[config.mk]
export PLATFORM = sky130hd
export DESIGN_NAME = mem_arbiter_flat
export DESIGN_NICKNAME = d
export VERILOG_FILES = /design/src/rtl/mem_arbiter_if.sv /design/src/rtl/mem_arbiter.sv /design/src/flat_wrapper.sv
export SDC_FILE = /design/constraint.sdc
export NUM_CORES = 1
export LEC_CHECK = 0
export CAP_MARGIN = 20
export CORE_MARGIN = 2
export CORE_UTILIZATION = 40
export DETAILED_ROUTE_END_ITERATION = 16
export PLACE_DENSITY = 0.77
export SYNTH_ARGS = -nofsm -noshare
export SYNTH_HDL_FRONTEND = slang
export SYNTH_SLANG_ARGS = --single-unit
export TNS_END_PERCENT = 100
[constraint.sdc]
create_clock -name i_clk -period 1.77 [get_ports i_clk]
set_input_delay 0.354 -clock i_clk [delete_from_list [all_inputs] [get_ports i_clk]]
set_output_delay 0.354 -clock i_clk [all_outputs]
set_load 0.02 [all_outputs]
[src/rtl/mem_arbiter_if.sv]
// Bundles the fetch port, data port and shared memory port of mem_arbiter.
// The arbiter connects through "slave"; the requesters and memory model drive through "master".
interface mem_arbiter_if #(
   parameter int ADDR_W = 16,
   parameter int DATA_W = 32
);
   logic              i_if_req;
   logic [ADDR_W-1:0] i_if_addr;
   logic              o_if_ready;
   logic [DATA_W-1:0] o_if_data;
   logic              i_d_req;
   logic              i_d_rw;
   logic [ADDR_W-1:0] i_d_addr;
   logic [DATA_W-1:0] i_d_wdata;
   logic              o_d_ready;
   logic [DATA_W-1:0] o_d_rdata;
   logic              o_err;
   logic              o_mem_req;
   logic [ADDR_W-1:0] o_mem_addr;
   logic              o_mem_rw;
   logic [DATA_W-1:0] o_mem_wdata;
   logic              i_mem_ack;
   logic [DATA_W-1:0] i_mem_rdata;

   modport slave (
      input  i_if_req, i_if_addr,
      output o_if_ready, o_if_data,
      input  i_d_req, i_d_rw, i_d_addr, i_d_wdata,
      output o_d_ready, o_d_rdata, o_err,
      output o_mem_req, o_mem_addr, o_mem_rw, o_mem_wdata,
      input  i_mem_ack, i_mem_rdata
   );

   modport master (
      output i_if_req, i_if_addr,
      input  o_if_ready, o_if_data,
      output i_d_req, i_d_rw, i_d_addr, i_d_wdata,
      input  o_d_ready, o_d_rdata, o_err,
      input  o_mem_req, o_mem_addr, o_mem_rw, o_mem_wdata,
      output i_mem_ack, i_mem_rdata
   );
endinterface

[src/rtl/mem_arbiter.sv]
// Two-requester arbiter for one shared memory port: data has priority, but a pending fetch
// is served after MAX_DATA_BURST consecutive data grants. Unacked transactions time out.
module mem_arbiter #(
   parameter int ADDR_W         = 16,
   parameter int DATA_W         = 32,
   parameter int MAX_DATA_BURST = 4,
   parameter int TIMEOUT        = 16
) (
   input logic          i_clk,
   input logic          i_reset,
   mem_arbiter_if.slave bus
);
   localparam int ST_W = $clog2(MAX_DATA_BURST + 1);
   localparam int TO_W = (TIMEOUT > 1) ? $clog2(TIMEOUT) : 1;

   typedef enum logic [1:0] {
      IDLE    = 2'd0,
      BUSY_IF = 2'd1,
      BUSY_D  = 2'd2
   } state_t;

   state_t            state_r, state_s;
   logic [ST_W-1:0]   starve_r, starve_s;
   logic [TO_W-1:0]   to_cnt_r, to_cnt_s;
   logic              mem_req_r, mem_req_s;
   logic              mem_rw_r, mem_rw_s;
   logic [ADDR_W-1:0] mem_addr_r, mem_addr_s;
   logic [DATA_W-1:0] mem_wdata_r, mem_wdata_s;
   logic              if_ready_r, if_ready_s;
   logic              d_ready_r, d_ready_s;
   logic              err_r, err_s;
   logic [DATA_W-1:0] if_data_r, if_data_s;
   logic [DATA_W-1:0] d_rdata_r, d_rdata_s;
   logic              grant_if_s, grant_d_s, done_s, timeout_s;

   // Next-state, arbitration, starvation and completion logic
   always_comb begin
      state_s     = state_r;
      starve_s    = starve_r;
      to_cnt_s    = to_cnt_r;
      mem_req_s   = mem_req_r;
      mem_rw_s    = mem_rw_r;
      mem_addr_s  = mem_addr_r;
      mem_wdata_s = mem_wdata_r;
      if_ready_s  = 1'b0;
      d_ready_s   = 1'b0;
      err_s       = 1'b0;
      if_data_s   = {DATA_W{1'b0}};
      d_rdata_s   = {DATA_W{1'b0}};
      grant_if_s  = 1'b0;
      grant_d_s   = 1'b0;
      done_s      = 1'b0;
      timeout_s   = 1'b0;
      case (state_r)
         IDLE: begin
            if (bus.i_if_req && (!bus.i_d_req || (starve_r == ST_W'(MAX_DATA_BURST)))) begin
               grant_if_s = 1'b1;
            end else if (bus.i_d_req) begin
               grant_d_s = 1'b1;
            end else begin
               grant_d_s = 1'b0;
            end
            if (grant_if_s) begin
               state_s     = BUSY_IF;
               mem_req_s   = 1'b1;
               mem_addr_s  = bus.i_if_addr;
               mem_rw_s    = 1'b1;
               mem_wdata_s = {DATA_W{1'b0}};
               to_cnt_s    = {TO_W{1'b0}};
               starve_s    = {ST_W{1'b0}};
            end else if (grant_d_s) begin
               state_s     = BUSY_D;
               mem_req_s   = 1'b1;
               mem_addr_s  = bus.i_d_addr;
               mem_rw_s    = bus.i_d_rw;
               mem_wdata_s = bus.i_d_wdata;
               to_cnt_s    = {TO_W{1'b0}};
               if (!bus.i_if_req) begin
                  starve_s = {ST_W{1'b0}};
               end else if (starve_r != ST_W'(MAX_DATA_BURST)) begin
                  starve_s = starve_r + ST_W'(1);
               end else begin
                  starve_s = starve_r;
               end
            end else if (!bus.i_if_req) begin
               starve_s = {ST_W{1'b0}};
            end else begin
               starve_s = starve_r;
            end
         end
         BUSY_IF, BUSY_D: begin
            // An ack in the expiry cycle still counts as a normal completion
            if (bus.i_mem_ack) begin
               done_s = 1'b1;
            end else if (to_cnt_r == TO_W'(TIMEOUT - 1)) begin
               timeout_s = 1'b1;
            end else begin
               to_cnt_s = to_cnt_r + TO_W'(1);
            end
            if (done_s || timeout_s) begin
               state_s   = IDLE;
               mem_req_s = 1'b0;
               err_s     = timeout_s;
               if (state_r == BUSY_IF) begin
                  if_ready_s = 1'b1;
                  if_data_s  = done_s ? bus.i_mem_rdata : {DATA_W{1'b0}};
               end else begin
                  d_ready_s = 1'b1;
                  d_rdata_s = (done_s && mem_rw_r) ? bus.i_mem_rdata : {DATA_W{1'b0}};
               end
            end else begin
               state_s = state_r;
            end
         end
         default: begin
            state_s   = IDLE;
            mem_req_s = 1'b0;
         end
      endcase
   end

   // State and output registers with synchronous reset
   always_ff @(posedge i_clk) begin
      if (i_reset) begin
         state_r     <= IDLE;
         starve_r    <= {ST_W{1'b0}};
         to_cnt_r    <= {TO_W{1'b0}};
         mem_req_r   <= 1'b0;
         mem_rw_r    <= 1'b0;
         mem_addr_r  <= {ADDR_W{1'b0}};
         mem_wdata_r <= {DATA_W{1'b0}};
         if_ready_r  <= 1'b0;
         d_ready_r   <= 1'b0;
         err_r       <= 1'b0;
         if_data_r   <= {DATA_W{1'b0}};
         d_rdata_r   <= {DATA_W{1'b0}};
      end else begin
         state_r     <= state_s;
         starve_r    <= starve_s;
         to_cnt_r    <= to_cnt_s;
         mem_req_r   <= mem_req_s;
         mem_rw_r    <= mem_rw_s;
         mem_addr_r  <= mem_addr_s;
         mem_wdata_r <= mem_wdata_s;
         if_ready_r  <= if_ready_s;
         d_ready_r   <= d_ready_s;
         err_r       <= err_s;
         if_data_r   <= if_data_s;
         d_rdata_r   <= d_rdata_s;
      end
   end

   assign bus.o_mem_req   = mem_req_r;
   assign bus.o_mem_rw    = mem_rw_r;
   assign bus.o_mem_addr  = mem_addr_r;
   assign bus.o_mem_wdata = mem_wdata_r;
   assign bus.o_if_ready  = if_ready_r;
   assign bus.o_if_data   = if_data_r;
   assign bus.o_d_ready   = d_ready_r;
   assign bus.o_d_rdata   = d_rdata_r;
   assign bus.o_err       = err_r;
endmodule

[src/flat_wrapper.sv]
// flat-port wrapper written by rule: the top's interface ports become plain ports
module mem_arbiter_flat 
#(
   parameter int ADDR_W         = 16,
   parameter int DATA_W         = 32,
   parameter int MAX_DATA_BURST = 4,
   parameter int TIMEOUT        = 16
)
  (i_clk, i_reset, bus_i_if_req, bus_i_if_addr, bus_o_if_ready, bus_o_if_data, bus_i_d_req, bus_i_d_rw, bus_i_d_addr, bus_i_d_wdata, bus_o_d_ready, bus_o_d_rdata, bus_o_err, bus_o_mem_req, bus_o_mem_addr, bus_o_mem_rw, bus_o_mem_wdata, bus_i_mem_ack, bus_i_mem_rdata);
  mem_arbiter_if #(.ADDR_W(ADDR_W), .DATA_W(DATA_W)) bus_i ();
  input logic i_clk;
  input logic i_reset;
  input wire logic [$bits(bus_i.i_if_req)-1:0] bus_i_if_req;
  input wire logic [$bits(bus_i.i_if_addr)-1:0] bus_i_if_addr;
  output wire logic [$bits(bus_i.o_if_ready)-1:0] bus_o_if_ready;
  output wire logic [$bits(bus_i.o_if_data)-1:0] bus_o_if_data;
  input wire logic [$bits(bus_i.i_d_req)-1:0] bus_i_d_req;
  input wire logic [$bits(bus_i.i_d_rw)-1:0] bus_i_d_rw;
  input wire logic [$bits(bus_i.i_d_addr)-1:0] bus_i_d_addr;
  input wire logic [$bits(bus_i.i_d_wdata)-1:0] bus_i_d_wdata;
  output wire logic [$bits(bus_i.o_d_ready)-1:0] bus_o_d_ready;
  output wire logic [$bits(bus_i.o_d_rdata)-1:0] bus_o_d_rdata;
  output wire logic [$bits(bus_i.o_err)-1:0] bus_o_err;
  output wire logic [$bits(bus_i.o_mem_req)-1:0] bus_o_mem_req;
  output wire logic [$bits(bus_i.o_mem_addr)-1:0] bus_o_mem_addr;
  output wire logic [$bits(bus_i.o_mem_rw)-1:0] bus_o_mem_rw;
  output wire logic [$bits(bus_i.o_mem_wdata)-1:0] bus_o_mem_wdata;
  input wire logic [$bits(bus_i.i_mem_ack)-1:0] bus_i_mem_ack;
  input wire logic [$bits(bus_i.i_mem_rdata)-1:0] bus_i_mem_rdata;
  assign bus_i.i_if_req = bus_i_if_req;
  assign bus_i.i_if_addr = bus_i_if_addr;
  assign bus_o_if_ready = bus_i.o_if_ready;
  assign bus_o_if_data = bus_i.o_if_data;
  assign bus_i.i_d_req = bus_i_d_req;
  assign bus_i.i_d_rw = bus_i_d_rw;
  assign bus_i.i_d_addr = bus_i_d_addr;
  assign bus_i.i_d_wdata = bus_i_d_wdata;
  assign bus_o_d_ready = bus_i.o_d_ready;
  assign bus_o_d_rdata = bus_i.o_d_rdata;
  assign bus_o_err = bus_i.o_err;
  assign bus_o_mem_req = bus_i.o_mem_req;
  assign bus_o_mem_addr = bus_i.o_mem_addr;
  assign bus_o_mem_rw = bus_i.o_mem_rw;
  assign bus_o_mem_wdata = bus_i.o_mem_wdata;
  assign bus_i.i_mem_ack = bus_i_mem_ack;
  assign bus_i.i_mem_rdata = bus_i_mem_rdata;
  mem_arbiter #(.ADDR_W(ADDR_W), .DATA_W(DATA_W), .MAX_DATA_BURST(MAX_DATA_BURST), .TIMEOUT(TIMEOUT)) u_core (.i_clk(i_clk), .i_reset(i_reset), .bus(bus_i));
endmodule
### Word level (Yosys, flattened, before mapping)

Cells that the tools add are included.

* bitwise operators: 5
* magnitude comparators: 0
* muxes and demuxes: 36
* add/sub/neg operators: 2
* shifts and indexed selects: 0
* equality and inequality tests: 11
* reductions and logical operators: 16
* multiply operators: 0
* divide/modulo/power cells: 0

Operators with widths (number)
* 32-bit two-way mux: 2
* 16-bit two-way mux: 2
* 1-bit two-way mux: 17
* 4-bit two-way mux: 4
* 3-bit two-way mux: 5
* 5-bit OR reduction: 2
* 3-bit by 1-bit inequality test with 1-bit output, second input constant: 3
* 4-bit one-hot mux with 2 select lines: 1
* 2-bit two-way mux: 3
* 1-bit NOT: 5
* 4-bit by 1-bit adder with 4-bit output, second input constant: 1
* 4-bit equality test, second input constant: 1
* 2-bit inequality test, second input constant: 2
* 2-bit one-hot mux with 2 select lines: 1
* 2-bit AND reduction: 2
* 4-bit AND reduction: 1
* 2-bit nonzero test: 2
* 3-bit by 1-bit adder with 3-bit output, second input constant: 1
* 3-bit equality test, second input constant: 1
* 3-bit inequality test, second input constant: 1
* 3-bit AND reduction: 1
* 3-bit OR reduction: 1
* 2-bit by 1-bit equality test with 1-bit output, second input constant: 1
* 2-bit equality test, second input constant: 1
* other kinds (7): 9

* register bits after elaboration: 126
* output and inout bits: 117
* logic and storage cells: 82
* memory bits (writable): 0
* input port bits: 102
* memories kept: 0
* latch bits: 0
* bits in read-only memories: 0

### Depth between registers and ports, before layout

* depth after elaboration: 8
* depth in mapped cells: 7
* depth with buffers taken out: 6

### Least setup slack after synthesis

Ideal clock, no wire load.

* path type: flip-flop to flip-flop
* start: reg u_core.state_r[0]
* end: reg u_core.to_cnt_r[3]
* required time: 1.700 ns
* cell stages (with the launch flop): 7
* path buffers: 0
* arrival time: 1.519 ns
* path slack: 0.182 ns
* library setup time: 0.070 ns
* period minus slack after synthesis: 1.588 ns
* path through: dfxtp_1 -> inv_1 -> ha_1 -> nor2b_1 -> o211ai_2 -> or3_1 -> a21oi_1

* cells in the longest elaborated chain, start to end: 4
* elaborated cells between the ends (all ways): 10
* classes of those cells: eq/ne (5); mux (1); reduce/logical (4)

Ends and longest elaborated chain
* from (decl): line mem_arbiter.sv:22 `state_t state_r, state_s;`
* from (signal assigned): line mem_arbiter.sv:138 `state_r <= state_s;`
* 2-bit equality test / 2-bit by 1-bit equality test with 1-bit output (equally long branches): line mem_arbiter.sv:54 `case (state_r)`
* 2-bit OR reduction: line mem_arbiter.sv:54
* 2-bit inequality test (no line) / 2-bit nonzero test (equally long branches)
* 4-bit AND reduction (no line)
* to (signal assigned): line mem_arbiter.sv:127 `to_cnt_r <= {TO_W{1'b0}};`
* to (signal assigned): line mem_arbiter.sv:140 `to_cnt_r <= to_cnt_s;`
* to (decl): line mem_arbiter.sv:24 `logic [TO_W-1:0] to_cnt_r, to_cnt_s;`

Parallel ways exist; a longest one is shown, timed or not.
A chain may end at the register's enable or synchronous reset.

### Worst setup path in the final report

* start: reg u_core.state_r[1]
* end: reg u_core.to_cnt_r[3]

The elaborated chain is that of the path after synthesis.

==> impl_metrics.json <==
{
  "status": "complete, no violations",
  "holdWs_ns": 0.2914,
  "whs_path_depth": 3,
  "critical_path.cell_chain": "inv_1, ha_4, nor2b_2, o211ai_2, or3_1, a21oi_1",
  "start_util_pct": 40.46,
  "yosysWarningCount": 0,
  "io_buffers": 218,
  "firstDrtPassIters": 5,
  "power_frac_comb_pct": 14.5,
  "gp_congestion": 0.7365,
  "dp_slack_ns": -0.1372,
  "ys_types": 34,
  "synth-seq-cells": 126,
  "syn_area_sq_mm": 0.004348,
  "syn2layout_area_growth_pct": 65.81,
  "vias": 3889,
  "slew_viol_final": 0,
  "clockBufferDepth": 2,
  "r2r_cells": 6,
  "synthCells": 421,
  "grt_pass1_vias": 4037,
  "insertion_delay_ns": 0.51,
  "setup_viol": 0,
  "r2r_start": "u_core.state_r[1]",
  "synth_area_per_cell_sq_um": 10.33,
  "syn_nets": 530,
  "seq_area_frac_synth_pct": 58.01,
  "core.rowCount": 38,
  "io_pins": 219,
  "htreeDepth": 4,
  "drc_errors": 0,
  "p_int_uw": 5399,
  "antenna_left": 0,
  "hold_viol": 0,
  "cp.arrival_ns": 2.06,
  "worst_pin_slew_ns": 0.3367,
  "critPathCaptureType": "register",
  "via_per_inst": 4.807,
  "p_leak_uw": 0.003366,
  "layout-drive-gt1-share_pct": 12.71,
  "grt_pass1_wl_mm": 19.04,
  "diodes": 0,
  "worst_slack_ns": 0.1430,
  "cp-start-kind": "register",
  "cap_viol_max_count": 0,
  "hold_class": "input pin to register",
  "antenna_found_initial": 0,
  "fin_crit_ns": 1.627,
  "grt_overflow": 0,
  "grtUsageTotal_pct": 20.89,
  "rsz0062_at_grt": "no",
  "die_h_microns": 108.3,
  "critPathTopFamily": "simple AND/OR/NAND/NOR gates",
  "path_max_fanout": 7,
  "path_buf_inv": 1,
  "dr.first_iter.drc_count": 151,
  "min_from": "i_reset",
  "cts.sink_count": 126,
  "required_ns": 2.21,
  "power.density_mw_per_mm2": 1012,
  "wl_mm": 12.13,
  "cts_tree": "built",
  "cp_slowest_cell": "or3_1",
  "fmax_ghz": 0.6146,
  "cts_setup_buffers": 0,
  "peakVddDrop_v": 0.0006556,
  "slew_headroom_pct": 77.55,
  "grt_max_degree": 35,
  "die_area_sq_mm": 0.01172,
  "cts_buffers": 17,
  "p_switching_uw": 1898,
  "die_w_microns": 108.3,
  "wl_per_cell_microns": 15.00,
  "cts.reportedPaths.clkPinSlew_ns": 0.06,
  "critPathMaxStageDelay_ns": 0.36,
  "p_sw_share_pct": 26.01,
  "pwr-share-clk_pct": 44.2,
  "seq_power_share_pct": 41.3,
  "crit_path_start": "u_core.state_r[1]",
  "nNetsFinal": 765,
  "core_area_sq_mm": 0.01075,
  "dp_hpwl_mm": 9.187,
  "fillers": 906,
  "cts-root-buf": "clkbuf_8",
  "path_depth": 6,
  "fin_skew_ns": 0.008918,
  "critPathKind": "register to register",
  "layout_worst_path_cycle_share_pct": 91.92
}
[Yosys cell counts]
cell type  count  area [sq um]
dfxtp_1      126          2522
and2_1        66         412.9
nor2_1        53         198.9
nor3_1        34         170.2
a22oi_1       32         240.2
nor4_2        16         200.2
buf_2         10         50.05
clkbuf_1      10         37.54
a21oi_1        9         45.04
ha_1           7         87.58
inv_1          7         26.28
nand2_1        7         26.28
nand3_1        5         25.02
o21ai_0        5         25.02
nand2b_1       4         25.02
buf_4          3         22.52
buf_6          3         33.78
nor2b_1        3         18.77
or3_1          3         18.77
a211oi_1       2         15.01
a31oi_2        2         25.02
nand2_2        2         12.51
a21bo_1        1         10.01
a21boi_4       1         18.77
a32oi_1        1         8.760
and3_1         1         6.260
buf_1          1         3.750
nand4_1        1         6.260
nor3_2         1         10.01
nor3b_1        1         7.510
o211ai_2       1         12.51
o21bai_1       1         7.510
or2_4          1         8.760
or3b_1         1         8.760
[power groups by stage]
stage | Sequential (uW) | Clock, uW | Combinational [uW]
3_5_place_dp | 3080 | 0 | 1130
2_1_floorplan | 3210 | 0 | 400
4_1_cts | 3020 | 3290 | 1060
5_1_grt | 3030 | 3430 | 1150
3_3_place_gp | 3080 | 0 | 1100
6_report | 3020 | 3220 | 1060
[kinds of logic (layout without fill, tap and decap cells)]
logic type / count (synthesis) / after routing / synth area share [%]
AND/OR/NAND/NOR: 199 / 199 / 26.59
flip-flops: 126 / 126 / 58.01
AO/OA/AOI/OAI: 55 / 55 / 9.381
buffers and inverters: 34 / 282 / 4.000
adder cells (fa/ha/maj): 7 / 7 / 2.014
[worst min-delay path: stages]
cell	delay [ns]
buf_2	0.13
nand2b_1	0.20
nor3_1	0.06
[flip-flops by register name, summed over array words and instances (netlist names)]
name	flops
u_core.bus.o_mem_req	1
u_core.bus.o_d_rdata	32
u_core.starve_r	3
u_core.bus.o_mem_addr	16
u_core.bus.o_mem_rw	1
u_core.bus.o_if_ready	1
u_core.bus.o_err	1
u_core.bus.o_mem_wdata	32
u_core.bus.o_if_data	32
u_core.state_r	2
u_core.to_cnt_r	4
u_core.bus.o_d_ready	1
[per-stage QoR]
stage,util (%),cells,setup TNS (ns),total power [uW],instance area (sq um)
after floorplan,-,421,0,3614,4348
after global placement,63.08,777,-1.999,4178,6778
after detailed placement,63.08,777,-3.776,4209,6778
after CTS,66.93,809,0,7363,7192
after global routing,67.09,809,0,7603,7209
final,67.09,809,0,7298,7209
[layout by cell type, fill, tap and decap left out, types with 5 or more instances in the layout]
master | netlist | layout
inv_1 | 7 | 7
nor3_1 | 34 | 34
nand3_1 | 5 | 5
clkbuf_16 | 0 | 16
a22oi_1 | 32 | 32
a21oi_1 | 9 | 9
dlygate4sd2_1 | 0 | 116
nor2_1 | 53 | 53
ha_1 | 7 | 6
clkdlybuf4s50_1 | 0 | 100
o21ai_0 | 5 | 5
dfxtp_1 | 126 | 126
nor4_2 | 16 | 16
and2_1 | 66 | 66
nand2_1 | 7 | 7
buf_4 | 3 | 22
inv_6 | 0 | 6
[worst paths after layout]
path	end	slack (ns)
setup / recovery	u_core.to_cnt_r[3]	0.14
setup reg to reg	u_core.to_cnt_r[3]	0.14
hold reg to reg	u_core.state_r[1]	0.49
hold / removal	u_core.bus.o_err	0.29
[timing repair]
item / in CTS / in global routing
resized for setup: 116 / 5
hold buffers: 0 / 0
endpoints found under the setup margin: 116 / 24
[metal layers]
metal  vias up  wire, microns  global-route usage (%)
met1      1810           4747                   22.01
met5         -              0                       0
li1       1907              -                       -
met3        18            905                   6.811
met4         0            173                   8.059
met2       154           6304                   38.45
[final cells by class]
class                           instances  area [sq um]  area share (%)
Clock buffer                           18         427.9           5.935
Clock inverter                         14         131.4           1.822
Inverter                                7         26.28          0.3645
Multi-Input combinational cell        261          1667           23.12
Sequential cell                       126          2522           34.99
Tap cell                              140         175.2           2.430
Timing Repair Buffer                  243          2260           31.34
(Power assumes the default switching activity.)
